## src/rtl/echo_line_reader.sv

```systemverilog
// echo_line_reader
//   Drains echo samples from a FIFO's combinational read port and re-frames
//   them into scan lines of LINE_LEN samples on a valid/ready stream.
//   A start pulse arms a capture of num_lines lines; busy/done report
//   progress and stall_count accumulates FIFO-starvation cycles.
//
// Ports
//   clk, reset          single clock, asynchronous active-high reset
//   start, num_lines    arm pulse (sampled in IDLE) and line count
//   fifo_data/count     FIFO head sample and occupancy
//   fifo_rd_en          pop strobe toward the FIFO
//   m_data/valid/ready  output sample stream
//   m_first/m_last      beat is sample 0 / sample LINE_LEN-1 of a line
//   busy, done          status toward the sequencer
//   stall_count         saturating count of starved cycles
module echo_line_reader #(
  parameter int DATA_WIDTH = 16,
  parameter int ADDR_WIDTH = 3,
  parameter int LINE_LEN   = 64
) (
  input  logic                  clk,
  input  logic                  reset,
  input  logic                  start,
  input  logic [15:0]           num_lines,
  input  logic [DATA_WIDTH-1:0] fifo_data,
  input  logic [ADDR_WIDTH:0]   fifo_count,
  output logic                  fifo_rd_en,
  output logic [DATA_WIDTH-1:0] m_data,
  output logic                  m_valid,
  input  logic                  m_ready,
  output logic                  m_first,
  output logic                  m_last,
  output logic                  busy,
  output logic                  done,
  output logic [15:0]           stall_count
);

  localparam int CW = (LINE_LEN > 1) ? $clog2(LINE_LEN) : 1;
  localparam logic [CW-1:0] LAST_SAMPLE = CW'(LINE_LEN - 1);

  typedef enum logic [1:0] {IDLE, STREAM, FINISH} state_t;

  state_t        state, state_next;
  logic [15:0]   lines_q;
  logic [15:0]   fetch_line;
  logic [CW-1:0] fetch_sample;
  logic          all_fetched;
  logic          slot_free;
  logic          hs;
  logic          pop;
  logic          stall;
  logic          arm;

  always_comb begin
    // The output register can take a new sample when empty or draining now.
    slot_free  = !m_valid || m_ready;
    hs         = m_valid && m_ready;
    pop        = (state == STREAM) && (fifo_count != '0) && !all_fetched && slot_free;
    stall      = (state == STREAM) && !all_fetched && slot_free && (fifo_count == '0);
    arm        = (state == IDLE) && start && (num_lines != 16'd0);
    state_next = state;
    case (state)
      IDLE:    if (start) state_next = (num_lines != 16'd0) ? STREAM : FINISH;
      STREAM:  if (hs && m_last && all_fetched) state_next = FINISH;
      FINISH:  state_next = IDLE;
      default: state_next = IDLE;
    endcase
  end

  assign fifo_rd_en = pop;
  assign busy       = (state == STREAM);
  assign done       = (state == FINISH);

  always_ff @(posedge clk or posedge reset) begin
    if (reset) begin
      state        <= IDLE;
      lines_q      <= '0;
      fetch_line   <= '0;
      fetch_sample <= '0;
      all_fetched  <= 1'b0;
      stall_count  <= '0;
      m_data       <= '0;
      m_valid      <= 1'b0;
      m_first      <= 1'b0;
      m_last       <= 1'b0;
    end else begin
      state <= state_next;
      if (arm) begin
        lines_q      <= num_lines;
        fetch_line   <= '0;
        fetch_sample <= '0;
        all_fetched  <= 1'b0;
        stall_count  <= '0;
      end else begin
        if (pop) begin
          m_data  <= fifo_data;
          m_valid <= 1'b1;
          m_first <= (fetch_sample == '0);
          m_last  <= (fetch_sample == LAST_SAMPLE);
          if (fetch_sample == LAST_SAMPLE) begin
            fetch_sample <= '0;
            fetch_line   <= fetch_line + 16'd1;
            // Last sample of the last line: stop popping from here on.
            if (fetch_line == lines_q - 16'd1) all_fetched <= 1'b1;
          end else begin
            fetch_sample <= fetch_sample + 1'b1;
          end
        end else if (hs) begin
          m_valid <= 1'b0;
        end
        if (stall && (stall_count != 16'hFFFF)) stall_count <= stall_count + 16'd1;
      end
    end
  end

endmodule

```

## config.mk

```make
export PLATFORM = sky130hd
export DESIGN_NAME = echo_line_reader
export DESIGN_NICKNAME = d
export VERILOG_FILES = /design/src/rtl/echo_line_reader.sv
export SDC_FILE = /design/constraint.sdc
export NUM_CORES = 1
export LEC_CHECK = 0
export ABC_AREA = 1
export CAP_MARGIN = 20
export CORE_MARGIN = 8
export CORE_UTILIZATION = 32
export CTS_BUF_LIST = sky130_fd_sc_hd__clkbuf_8
export CTS_CLUSTER_DIAMETER = 60
export CTS_CLUSTER_SIZE = 30
export DETAILED_ROUTE_END_ITERATION = 6
export PLACE_DENSITY = 0.61
export SLEW_MARGIN = 0
export SYNTH_ARGS = -nofsm -noshare
export SYNTH_HDL_FRONTEND = slang
export SYNTH_SLANG_ARGS = --single-unit
```

## constraint.sdc

```tcl
create_clock -name clk -period 2.9 [get_ports clk]
set_clock_uncertainty 0.15 [all_clocks]
set_input_delay 0.29 -clock clk [delete_from_list [all_inputs] [get_ports clk]]
set_output_delay 0.29 -clock clk [all_outputs]
set_load 0.05 [all_outputs]
```

==> results.cfg, run 1 <==
[status]
status = finished clean

[clocking]
clk_path_buf_depth = 2
cts-root-buf = clkbuf_8
clkSinkCount = 76
clk_latency_ns = 0.34
h-tree-depth = 3
post_cts_resized = 0
numCtsBuffers = 9
clk_pin_slew_worst_paths_ns = 0.08
cts_tree = yes
postCtsSetupBuffers = 0
postCtsHoldBufs = 0

[critical_path]
reg2reg_slack_ns = 0.68
worst_setup_path_start_kind = input pin
worstSetupPathType = in2out
cp-end-kind = output pin
timing.rr.start = fetch_sample[0]
required_ns = 2.46
arrival_ns = 1.82
rr_endpoint = fetch_line[7]
cp_max_fo = 24
r2r_cells = 12

[floorplanning]
core_um2 = 13100
die_h_um = 131
num_rows = 42
die_w_um = 131
num_io_pins = 78
dieArea_um2 = 17200
initial_utilization_pct = 32.4

[sta]
period_share_pct = 77.8
tns_ns = 0
finalHoldViolations = 0
fmax_mhz = 443
setup_ws_ns = 0.645
slew_violations = 0
period_needed_ns = 2.26
tightest_slew_ns = 0.544
grt_setup_unrepaired = no
setup_viol = 0
relSlewSlack_pct = 63.6
timing.hold.ws_ns = 0.210

[layout]
syn2layout_area_growth_pct = 27.7
stdcell_area_um2 = 5420
nets = 703
n_antenna_cell = 0
drive_gt1_share_pct = 5.75
final_cells = 837
fin_util_pct = 41.4

[placement]
post-dp-hpwl_um = 8170
dp_worst_setup_slack_ns = 0.348
portBuffers = 77
placed_cells = 823
gp_congestion = 0.813
dpl_cell_area_um2 = 5230

[global_routing]
grt_max_degree = 77
antenna_found_initial = 0
first_global_vias = 3929
grt_pass1_wl_um = 18900
grt_overflow = 0
grt_usage_pct = 13.1

[logic_synthesis]
synth_area_leaders = dfrtp_1 (45%), nand2_1 (16%), nor2_1 (6.9%), inv_1 (5.8%), nand3_1 (4.0%)
netlist_instances = 580
synth_edf_count = 0
synth.avg_cell_area_um2 = 7.32
synthFlopType = dfrtp_1
yosysUniqueCellTypes = 39
synth_area_um2 = 4250
ys_ff_latch = 76
syn_nets = 625
synth_warnings = 0
async_flop_share_pct = 100
synth_top_area_share_pct = 44.8
synthMostInstantiatedCell = nand2_1
synth.top_cells.by_count = nand2_1 (179), nor2_1 (78), dfrtp_1 (76), inv_1 (66), nand3_1 (34)
synth_top_cell_by_area = dfrtp_1
yosysSeqAreaShare_pct = 44.8

[min_path]
hold_class = in2async

[route]
wl_um = 10800
routedWlPerCell_um = 12.9
viasPerCell = 4.61
postRouteAntennaNets = 0
dr.first_iter.drc_count = 188
dr.pass1.iters = 4
vias = 3859
drc = 0

[pwr]
vdd_drop_max_mv = 0.567
power_mw = 4.70
total_leakage_power_nw = 2.52
power_density_nw_per_um2 = 867

[flow_run]
maxCapViolCount = 0
routing by layer:
layer / vias to the layer above / track usage [%] / share of wire (%)
li1: 1984 / - / -
met5: - / 0 / 0
met2: 66 / 21.3 / 47
met3: 13 / 4.61 / 6.2
met1: 1796 / 15.9 / 45
met4: 0 / 3.74 / 1.4
power by group:
group / leakage, nW / switching, mW / internal [mW]
clock: 0.102 / 0.379 / 0.431
combinational: 1.42 / 1.49 / 0.785
sequential: 0.996 / 0.272 / 1.35
total: 2.52 / 2.14 / 2.56
worst max path at each step:
stage | start | endpoint | slack, ns | depth (start not counted)
finish | m_ready | fifo_rd_en | 0.64 | 9
global route | fetch_sample[0] | fetch_line[7] | 0.43 | 12
CTS | m_ready | fifo_rd_en | 0.63 | 9
detailed placement | m_ready | fetch_line[7] | 0.35 | 14
global placement | m_ready | fetch_line[7] | 0.38 | 14
floorplan | reset | all_fetched | 0.52 | 1
sequential cells by signal, indices dropped and copies added (netlist names):
register	count
stall_count	16
lines_q	16
m_last	1
fetch_sample	6
m_first	1
m_data	16
m_valid	1
fetch_line	16
all_fetched	1
state	2
kinds of logic after synthesis:
kind of cell | count (synthesis) | synth area share [%]
compound gates | 68 | 8.81
xor+xnor | 17 | 3.51
fa+ha+maj | 5 | 1.47
buf+inv | 81 | 7.52
flops | 76 | 44.8
simple gates | 333 | 33.9
critical path, cell delays in order:
cell	delay, ns
clkdlybuf4s50_1	0.48
inv_1	0.04
nand2_1	0.06
nand2_1	0.08
nor2_4	0.14
nand2_4	0.18
clkinv_2	0.10
buf_4	0.25
buf_12	0.17
cells in the final DEF (no fill, tap or decap), types with 3 or more instances in the layout:
cell type / Yosys / final
xnor2_1: 8 / 8
nand2_2: 6 / 6
buf_12: 0 / 3
clkbuf_8: 0 / 11
o21ai_1: 3 / 3
dfrtp_1: 76 / 76
nand4_1: 6 / 6
nor2_4: 3 / 3
o21a_1: 3 / 3
nor2_2: 3 / 3
nand3b_1: 6 / 6
nor2_1: 78 / 78
xor2_1: 9 / 9
nor3_1: 7 / 7
o21ai_0: 33 / 33
inv_1: 66 / 66
ha_1: 5 / 5
a21oi_1: 21 / 21
nand3_1: 34 / 34
clkdlybuf4s50_1: 0 / 76
nand2_1: 179 / 179
area by class of cell:
cell class / count / area (um^2)
Inverter: 68 / 256
Fill cell: 1348 / 7660
Sequential cell: 76 / 1900
Clock inverter: 3 / 38.8
Tap cell: 176 / 220
Timing Repair Buffer: 80 / 828
Clock buffer: 11 / 151
Multi-Input combinational cell: 423 / 2020
(Power assumes the default switching activity.)
==> run 2: changes to the inputs <==
clock period = 2.17 ns   (was 2.9 ns; I/O delays follow)
==> run 2 against run 1 <==
  * Worst hold slack got worse by 0.080 ns
  * Global-route usage increased by 0.21 points
  * Final cell count increased by 2.6%
==> results.cfg, run 2 (same netlist as run 1, synthesis figures left out) <==
[floorplanning]
initial_utilization_pct = 32.4
die_h_um = 131
dieArea_um2 = 17200
core_um2 = 13100
die_w_um = 131
num_io_pins = 78
num_rows = 42

[global_routing]
grt_pass1_wl_um = 18900
grt_usage_pct = 13.3
first_global_vias = 3941
grt_overflow = 0
grt_max_degree = 47
antenna_found_initial = 0

[sta]
relSlewSlack_pct = 63.9
grt_setup_unrepaired = yes
tightest_slew_ns = 0.540
finalHoldViolations = 0
timing.hold.ws_ns = 0.130
period_share_pct = 94.6
slew_violations = 0
period_needed_ns = 2.05
fmax_mhz = 487
setup_viol = 0

[placement]
gp_congestion = 0.833
post-dp-hpwl_um = 8580
portBuffers = 77

[layout]
nets = 723
final_common_cell = nand2_1
fillers = 1312
n_antenna_cell = 0
syn2layout_area_growth_pct = 33.7
drive_gt1_share_pct = 10.1
fin_util_pct = 43.4
layout_common_cells = nand2_1 (178), dfrtp_1 (76), nor2_1 (75)

[clocking]
cts-root-buf = clkbuf_8
clk_latency_ns = 0.36
clk_pin_slew_worst_paths_ns = 0.08
postCtsHoldBufs = 0
clk_path_buf_depth = 2
numCtsBuffers = 9
clkSinkCount = 76
h-tree-depth = 3
cts_tree = yes

[critical_path]
cpMostUsedCell = nor2_1
cp_max_fo = 5
crit_path_top_delay_cell = dfrtp_1
arrival_ns = 2.19
worst_setup_path_start_kind = register
worstSetupPathType = reg2reg
cp-end-kind = register
required_ns = 2.31
critPathMaxStageDelay_ns = 0.42
crit_chain = inv_1, ha_1, nand2_2, nor2_2, nand3b_1, nand2_1, nand2_1, nor2_1, nand3_1, nor2_2, nor2_1, nor2_1

[route]
m1WireLength_um = 4930
vias = 3982
postRouteAntennaNets = 0
drc = 0
wl_um = 11300
viasPerCell = 4.64
wl_met2_um = 5400
wl_met3_um = 722
maxUsedRoutingLayer = met4
dr.first_iter.drc_count = 186
dr.pass1.iters = 4
routedWlPerCell_um = 13.2

[pwr]
power_density_nw_per_um2 = 1180
vdd_drop_max_mv = 0.899
total_leakage_power_nw = 2.66

[min_path]
hold_class = in2async

[status]
status = finished clean

[flow_run]
maxCapViolCount = 0
[run 2: power by group]
group          leakage, nW  internal [mW]  switching [mW]
Clock                0.131          0.821           0.530
Combinational         1.53           1.15            2.06
Sequential           0.996           1.80           0.359
Total                 2.66           3.77            2.95
[run 2: worst paths after layout]
path / from / end / slack, ns / cells after the start
max: lines_q[0] / all_fetched / 0.12 / 12
min: reset / fetch_line[5] / 0.13 / 3
max reg2reg: lines_q[0] / all_fetched / 0.12 / 12
min reg2reg: m_data[7] / m_data[7] / 0.33 / 2
max in group asynchronous: reset / m_data[13] / 1.38 / 3
min in group clk: fifo_data[7] / m_data[7] / 0.24 / 3
[run 2: timing repair]
item,CTS,global route
resized for setup,0,10
hold endpoints to repair,0,0
setup buffers,0,6
endpoints found under the setup margin,0,10
[run 2: per-stage QoR]
stage	std cells	instance area [um^2]	power, mW	setup slack [ns]	setup TNS, ns
2_1_floorplan	580	4250	4.28	0.0921	0
3_3_place_gp	837	5350	5.28	-0.0193	-0.0193
3_5_place_dp	837	5350	5.33	-0.0333	-0.0409
4_1_cts	853	5600	6.70	0.0271	0
5_1_grt	859	5680	7.16	-0.0287	-0.0676
6_report	859	5680	6.72	0.118	0
[run 2: area by class of cell]
cell class,instances,area [um^2],area share (%)
Multi-Input combinational cell,423,2060,36.3
Sequential cell,76,1900,33.5
Timing Repair Buffer,100,986,17.4
Inverter,68,260,4.58
Tap cell,176,220,3.88
Clock buffer,11,151,2.67
Clock inverter,5,98.8,1.74
[run 2: critical path: cells and delay by family, from the launching register on]
| kind | cells | cell delay, ns |
|---|---|---|
| and+or+nand+nor | 10 | 1.06 |
| DFF | 1 | 0.42 |
| adders and majority gates | 1 | 0.23 |
| buffers and inverters | 1 | 0.11 |
[run 2: routing by layer]
layer	vias to the layer above	track usage (%)
met4	0	5.94
li1	2030	-
met1	1842	15.3
met5	-	0
met3	17	3.93
met2	93	22.4
